### src/rtl/avr_io_master.sv
// avr_io_master: initiator for the AVR I/O / data-memory peripheral bus.
// Takes byte commands (read, write, set-bits, clear-bits) on a valid/ready
// port and turns each one into a single I/O-space (adr/iore/iowe) or DM-space
// (ramadr/ramre/ramwe/dm_sel) bus cycle. It then returns a response carrying
// the data and an error flag.
//
// Ports
//   clk, rst            clock; synchronous active-high reset
//   clken               clock enable; state, counters and handshakes only advance when it is 1
//   cmd_valid/ready     command handshake
//   cmd_op              00 read, 01 write, 10 set bits, 11 clear bits
//   cmd_addr, cmd_data  data-space address; write data or bit mask
//   rsp_valid/ready     response handshake
//   rsp_data, rsp_err   read data or the value written; error flag (bad address or read timeout)
//   adr, iore, iowe     I/O-space address and strobes
//   ramadr, ramre, ramwe, dm_sel   DM-space address, strobes and select
//   dbus_out            write data to the responders
//   dbus_in, io_out_en  OR-ed read data from the responders, and its qualifier
module avr_io_master #(
  parameter int unsigned TIMEOUT = 4,
  parameter logic [7:0]  IO_BASE = 8'h20,
  parameter logic [7:0]  DM_BASE = 8'h60
) (
  input  logic       clk,
  input  logic       rst,
  input  logic       clken,
  input  logic       cmd_valid,
  output logic       cmd_ready,
  input  logic [1:0] cmd_op,
  input  logic [7:0] cmd_addr,
  input  logic [7:0] cmd_data,
  output logic       rsp_valid,
  input  logic       rsp_ready,
  output logic [7:0] rsp_data,
  output logic       rsp_err,
  output logic [5:0] adr,
  output logic       iore,
  output logic       iowe,
  output logic [7:0] ramadr,
  output logic       ramre,
  output logic       ramwe,
  output logic       dm_sel,
  output logic [7:0] dbus_out,
  input  logic [7:0] dbus_in,
  input  logic       io_out_en
);

  typedef enum logic [1:0] {IDLE, RD, WR, RSP} state_t;

  state_t     state, state_nx;
  logic [1:0] op_q;
  logic [7:0] data_q;
  logic [7:0] rd_q;
  logic [7:0] wait_q;
  logic [5:0] adr_q;
  logic [7:0] ramadr_q;
  logic       dm_q;
  logic [7:0] wr_val;
  logic       accept, bad_addr, in_rd, in_wr, rd_done, rd_tmo;

  always_comb begin
    state_nx  = state;
    cmd_ready = (state == IDLE) && !rst;
    accept    = cmd_valid && cmd_ready && clken;
    bad_addr  = cmd_addr < IO_BASE;
    in_rd     = (state == RD);
    in_wr     = (state == WR);
    rd_done   = in_rd && clken && io_out_en;
    // The last permitted wait cycle is the one where wait_q reaches TIMEOUT-1.
    rd_tmo    = in_rd && clken && !io_out_en && (wait_q == 8'(TIMEOUT - 1));

    case (op_q)
      2'b10:   wr_val = rd_q | data_q;
      2'b11:   wr_val = rd_q & ~data_q;
      default: wr_val = data_q;
    endcase

    case (state)
      IDLE: begin
        if (accept) begin
          if (bad_addr)              state_nx = RSP;
          else if (cmd_op == 2'b01)  state_nx = WR;
          else                       state_nx = RD;
        end
      end
      RD: begin
        if (rd_done)     state_nx = (op_q == 2'b00) ? RSP : WR;
        else if (rd_tmo) state_nx = RSP;
      end
      WR:      if (clken) state_nx = RSP;
      RSP:     if (clken && rsp_ready) state_nx = IDLE;
      default: state_nx = IDLE;
    endcase

    rsp_valid = (state == RSP);
    iore      = in_rd && !dm_q;
    ramre     = in_rd && dm_q;
    iowe      = in_wr && !dm_q;
    ramwe     = in_wr && dm_q;
    dm_sel    = ramre || ramwe;
    adr       = (iore || iowe) ? adr_q : '0;
    ramadr    = dm_sel ? ramadr_q : '0;
    dbus_out  = in_wr ? wr_val : '0;
  end

  always_ff @(posedge clk) begin
    if (rst) begin
      state    <= IDLE;
      op_q     <= '0;
      data_q   <= '0;
      rd_q     <= '0;
      wait_q   <= '0;
      adr_q    <= '0;
      ramadr_q <= '0;
      dm_q     <= 1'b0;
      rsp_data <= '0;
      rsp_err  <= 1'b0;
    end else begin
      state <= state_nx;
      if (accept) begin
        op_q     <= cmd_op;
        data_q   <= cmd_data;
        adr_q    <= 6'(cmd_addr - IO_BASE);
        ramadr_q <= cmd_addr;
        dm_q     <= (cmd_addr >= DM_BASE);
        wait_q   <= '0;
        if (bad_addr) begin
          rsp_data <= '0;
          rsp_err  <= 1'b1;
        end
      end
      // On an RMW, rsp_data holds the read value only briefly; WR overwrites it before RSP.
      if (rd_done) begin
        rd_q     <= dbus_in;
        rsp_data <= dbus_in;
        rsp_err  <= 1'b0;
      end else if (rd_tmo) begin
        rsp_data <= '0;
        rsp_err  <= 1'b1;
      end else if (in_rd && clken) begin
        wait_q <= wait_q + 8'd1;
      end
      if (in_wr && clken) begin
        rsp_data <= wr_val;
        rsp_err  <= 1'b0;
      end
    end
  end

endmodule

### config.mk
export PLATFORM = sky130hd
export DESIGN_NAME = avr_io_master
export DESIGN_NICKNAME = d
export VERILOG_FILES = /design/src/rtl/avr_io_master.sv
export SDC_FILE = /design/constraint.sdc
export NUM_CORES = 1
export LEC_CHECK = 0
export BUFFER_PORTS_ARGS = -buffer_cell sky130_fd_sc_hd__buf_2
export CORE_ASPECT_RATIO = 0.5
export CORE_MARGIN = 2
export CORE_UTILIZATION = 55
export DETAILED_ROUTE_END_ITERATION = 8
export GPL_TIMING_DRIVEN = 0
export HOLD_SLACK_MARGIN = 0.03
export PLACE_DENSITY = 0.84
export SLEW_MARGIN = 5
export SYNTH_ARGS = -nofsm -noshare
export SYNTH_HDL_FRONTEND = slang
export SYNTH_SLANG_ARGS = --single-unit
### constraint.sdc
create_clock -name clk -period 3.3 [get_ports clk]
set_clock_uncertainty 0.05 [all_clocks]
set_input_delay 0.495 -clock clk [delete_from_list [all_inputs] [get_ports clk]]
set_output_delay 0.495 -clock clk [all_outputs]
set_load 0.02 [all_outputs]
* Word level (Yosys, flattened, before mapping)
Index checks and enable logic that the tools add are counted.
Word-level totals: flip-flop bits (word level) 52, word-level logic and storage cells 81
Cells by class: add/sub/neg operators 2, order comparisons 2, eq/ne operators 11, muxes and demuxes 25, bitwise logic cells 3, reduce and logical (&&, ||, !) cells 28
Operators with widths (number):
- 8-bit two-way mux | 11
- 8-bit one-hot mux with 2 select lines | 1
- 2-bit two-way mux | 7
- 1-bit logical AND | 13
- 8-bit by 1-bit adder with 8-bit output (second input constant) | 1
- 8-bit AND | 1
- 2-bit equality test (second input constant) | 4
- 8-bit by 2-bit equality test with 1-bit output (second input constant) | 1
- 8-bit by 7-bit greater-or-equal comparator with 1-bit output (second input constant) | 1
- 8-bit by 6-bit less-than comparator with 1-bit output (second input constant) | 1
- 8-bit NOT | 1
- 8-bit bitwise OR | 1
- 2-bit one-hot mux with 4 select lines | 1
- 4-bit nonzero test | 2
- 6-bit two-way mux | 1
- 6-bit subtractor (second input constant) | 1
- 2-bit by 1-bit equality test with 1-bit output (second input constant) | 2
- 2-bit zero test | 2
- 1-bit two-way mux | 4
- 2-bit inequality test (second input constant) | 2
- 2-bit AND reduction | 2
- 4-bit AND reduction | 1
- 2-bit nonzero test | 2
- 1-bit zero test | 3
- 4 further kinds | 5

* Depth between registers and ports, before layout
word-level depth 8, mapped depth 8, gate-level depth less buffers 6

* Least setup slack after synthesis
No wires, ideal clock.
path kind register to output, from register state[0], to output adr[0], arrival 1.786 ns, required time 2.755 ns, path slack 0.969 ns, cell stages (with the launch flop) 7, cell sequence dfxtp_1 -> inv_1 -> ha_1 -> clkbuf_1 -> nor2b_1 -> nor2_1 -> nor2b_1
On the way: longest elaborated chain between the ends 4, elaborated cells between the ends (all ways) 6
RTL lines:
- from (decl) | line 50 | state_t state, state_nx;
- from (signal assigned) | line 119 | state <= state_nx;
- 2-bit equality test | line 67 | in_wr = (state == WR);
- 1-bit logical AND | line 98 | iowe = in_wr && !dm_q;
- via iowe | line 38 | output logic iowe,
- 1-bit logical OR | line 101 | adr = (iore || iowe) ? adr_q : '0;
- 6-bit two-way mux | line 101
- to (decl) | line 36 | output logic [5:0] adr,
The timed path passes the listed nets, and every way through them passes these cells.

* Worst setup path after layout
from register state[0], to output adr[2]
On the way: longest elaborated chain between the ends 4, elaborated cells between the ends (all ways) 6
RTL lines (line):
- 2-bit by 1-bit equality test with 1-bit output / 2-bit equality test (equally long branches) | 66, 67
- 1-bit logical AND, on equally long branches | 96, 98
- 1-bit logical OR * | 101
- 6-bit two-way mux * | 101
Mark *: on every way between the ends. The rest lies on a longest branch, timed or not.

==> out/summary.md <==
## Synthesis
* **cell type with the highest aggregate area in the netlist** dfxtp_1
* **post-synthesis cell area** 2386 sq um
* **proportion of register bits with asynchronous set or reset after synthesis** 0%
* **register area share after synthesis** 39.43%
* **top post-synthesis cells by count** 48 x nand2_1, 47 x dfxtp_1, 34 x a21oi_1
* **count of different cell masters after synthesis** 44
* **YS warnings** 0
* **flip-flop and latch count after synthesis** 47
* **post-synthesis instance total** 286
* **average cell area after synthesis** 8.343 sq um
* **count of flip-flops with a built-in enable after synthesis** 0
* **leading cell type by number of instances after synthesis** nand2_1
* **most frequently used flop master after synthesis** dfxtp_1
* **top-area cell type share of the netlist area** 39.43%
* **leading cell types by total area after synthesis** dfxtp_1 39%, nand2_1 7.6%, a21oi_1 7.1%
* **syn nets** 324

## Worst setup path
* **class of the most critical setup path** reg -> out
* **cell occurring most often along the worst timing path** nor2b_1
* **RR Endpoint** rsp_data[0]$_SDFFE_PP0P_
* **data arrival time of the critical path** 2.20 ns
* **Max FO, Critical Path** 10
* **Worst Setup Start Kind** register
* **endpoint required time on the critical path** 2.75 ns
* **highest cell delay on the worst timing path** 0.38 ns
* **internal reg-to-reg setup slack** 1.04 ns
* **Crit. End Element** primary output
* **worst-path cell with the longest stage delay** dfxtp_1
* **Crit Reg-Reg Startpoint** state[1]$_SDFFE_PP0P_
* **number of cells on the worst reg-to-reg path** 7
* **cell chain of the critical path** inv_1 -> ha_1 -> clkbuf_1 -> nor2b_1 -> nor2_1 -> nor2b_1 -> buf_2

## Pwr
* **net switching fraction of the power** 35.91%
* **power per cell area** 507.3 nW/um^2
* **Max VDD drop** 0.0002092 V
* **clock share of power** 23.6%
* **Comb power frac** 32.8%
* **leakage power of the design** 1.233 nW
* **sequential group share of total power** 43.6%
* **switching power** 0.5245 mW
* **total internal power** 0.9360 mW

## Run
* **Max-Cap Viols** 0

## Timing
* **final critical delay including setup and external delays** 2.748 ns
* **worst rel slew slack** 52.53%
* **final hold violations** 0
* **setup repair after global routing missed its margin** no
* **Peak Freq** 363.9 MHz
* **Final period util** 83.27%
* **max-slew violation count** 0
* **pin slew with the least headroom to its limit** 0.7094 ns
* **endpoints failing setup** 0
* **final-layout setup total negative slack** 0 ns

## Cells and area
* **area of the multi-input gates** 1351 sq um
* **Storage cell area** 940.9 sq um
* **antenna diode instance count** 0
* **fraction of final layout cells sized beyond drive strength 1** 23.48%
* **share of the core filled with cells** 71.55%
* **number of filler instances in the final layout** 323
* **synthesis-to-finish area growth** 20.66%
* **Final Net Count** 399

## CTS
* **clock transition at the register clock pins on the worst setup and hold paths after CTS** 0.09 ns
* **clock tree from TritonCTS** done
* **total clock buffers created by CTS** 5
* **maximum number of buffers from clock root to sink** 2
* **total of cells resized after clock tree synthesis** 0
* **clock insertion delay at the later pin of the skew report** 0.31 ns
* **Root Buffer** clkbuf_8
* **buffer count from post-CTS setup fixing** 0
* **CTS hold repair buffers** 0
* **Clock Sink Count** 47
* **Clock H-tree levels** 2

## Min path
* **hold path start** cmd_data[7]
* **endpoint of the worst hold path** data_q[7]$_SDFFE_PP0P_
* **worst hold path stage count** 3
* **min-delay worst type** in -> reg

## Die
* **effective utilization at floorplan** 59.30%
* **Die Span X** 97.15 microns
* **Die Area** 4913 sq um
* **num rows** 16
* **Core Region** 4024 sq um
* **I/O pin cnt** 70
* **die span in y** 50.58 microns

## Route
* **vias per inst** 5.613
* **average wire length per cell after detail routing** 14.77 microns
* **total via count in the routed design** 2335
* **1st-iter DRT viols** 59
* **number of design rule violations left after detail routing** 0
* **Total Wirelength** 6146 microns
* **number of routed nets with antenna violations** 0
* **number of optimization iterations in the first detailed-route pass** 4

## Global routing
* **gr usage total** 25.58%
* **overflow left after global routing** 0
* **maximum number of pins on one net before global-route repair** 15
* **initial antenna violation count** 0
* **first-pass GRT wire length** 10160 microns
* **number of global-route vias before repair** 2256

## Placed design
* **total half-perimeter wirelength after legalization and detailed placement** 4392 microns
* **IO Port Bufs** 68
* **weighted congestion at the end of routability-driven global placement** 0.8628

## Status
* **result of the run** completed

metrics by stage:
| step | power, mW | area (sq um) | hold slack (ns) | cells | setup slack (ns) |
|---|---|---|---|---|---|
| floorplan | 0.9793 | 2386 | 0.3818 | 286 | 0.9692 |
| global placement | 1.100 | 2794 | 0.3903 | 408 | 0.7509 |
| detailed placement | 1.120 | 2794 | 0.3993 | 408 | 0.7241 |
| CTS | 1.462 | 2879 | 0.3696 | 416 | 0.5392 |
| global route | 1.549 | 2879 | 0.3760 | 416 | 0.3612 |
| finish | 1.461 | 2879 | 0.3747 | 416 | 0.5521 |
layout make-up:
class	count	area share, %
well taps	54	2.347
repair buffers	68	11.82
multi-input cells	218	46.94
clock buffers	6	2.521
plain buffers	17	2.738
clock inverters	2	0.4346
flip-flops and latches	47	32.68
inverters	4	0.5215
sequential cells by signal, summed over array words and instances, names as in the netlist:
name and cells:
adr_q 6, state 2, dm_q 1, rd_q 8, rsp_err 1, data_q 8
wait_q 8, ramadr_q 3, rsp_data 8, op_q 2
routing by layer:
layer	part of all wire [%]	track usage (%)
met1	46	31.61
met2	48	44.79
met3	4.6	6.267
met4	1.1	8.216
met5	0	0
power groups by stage:
stage	sequential, mW	clock, mW	combinational (mW)
after floorplan	0.651	0	0.328
after global placement	0.648	0	0.453
after detailed placement	0.650	0	0.470
after CTS	0.637	0.353	0.473
after global routing	0.643	0.377	0.529
final	0.637	0.345	0.478
cell usage in the layout, fill, tap and decap left out, drive strengths merged, types with 2 or more instances in the layout:
| master | n |
|---|---|
| a211oi | 4 |
| nand3b | 7 |
| nor4 | 2 |
| dfxtp | 47 |
| buf | 75 |
| a221o | 8 |
| a31oi | 5 |
| mux2i | 8 |
| o21ai | 3 |
| nor2 | 17 |
| nand2 | 49 |
| nand3 | 10 |
| nor2b | 19 |
| a21boi | 6 |
| a21oi | 34 |
| and3 | 3 |
| and2 | 5 |
| inv | 4 |
| or4 | 4 |
| nand2b | 4 |
| nor3 | 4 |
| nand4b | 5 |
| clkbuf | 16 |
| ha | 6 |
| xnor2 | 2 |
worst max-delay path by stage:
| stage | to | start |
|---|---|---|
| 6_report | adr[2] | state[0]$_SDFFE_PP0P_ |
| 3_5_place_dp | cmd_ready | rst |
| 4_1_cts | adr[2] | state[0]$_SDFFE_PP0P_ |
| 3_3_place_gp | cmd_ready | rst |
| 2_1_floorplan | adr[0] | state[0]$_SDFFE_PP0P_ |
| 5_1_grt | adr[0] | state[0]$_SDFFE_PP0P_ |
worst max-delay path, delay by kind of cell (launching register included):
| kind | cells | cell delay (ns) |
|---|---|---|
| flops | 1 | 0.38 |
| fa+ha+maj | 1 | 0.29 |
| buf+inv | 3 | 0.54 |
| simple gates | 3 | 0.68 |
cells by family (layout without fill, tap and decap cells):
kind of cell             count (synthesis)  after routing  synth area share (%)
AND/OR/NAND/NOR                        133            133                 30.10
AO/OA/AOI/OAI                           69             69                 19.30
adder cells (fa/ha/maj)                  6              6                 3.146
multiplexers                             8              8                 3.356
XOR/XNOR                                 2              2                0.7343
flip-flops                              47             47                 39.43
buffers and inverters                   21             97                 3.933
Power figures use the tool's default switching activity.
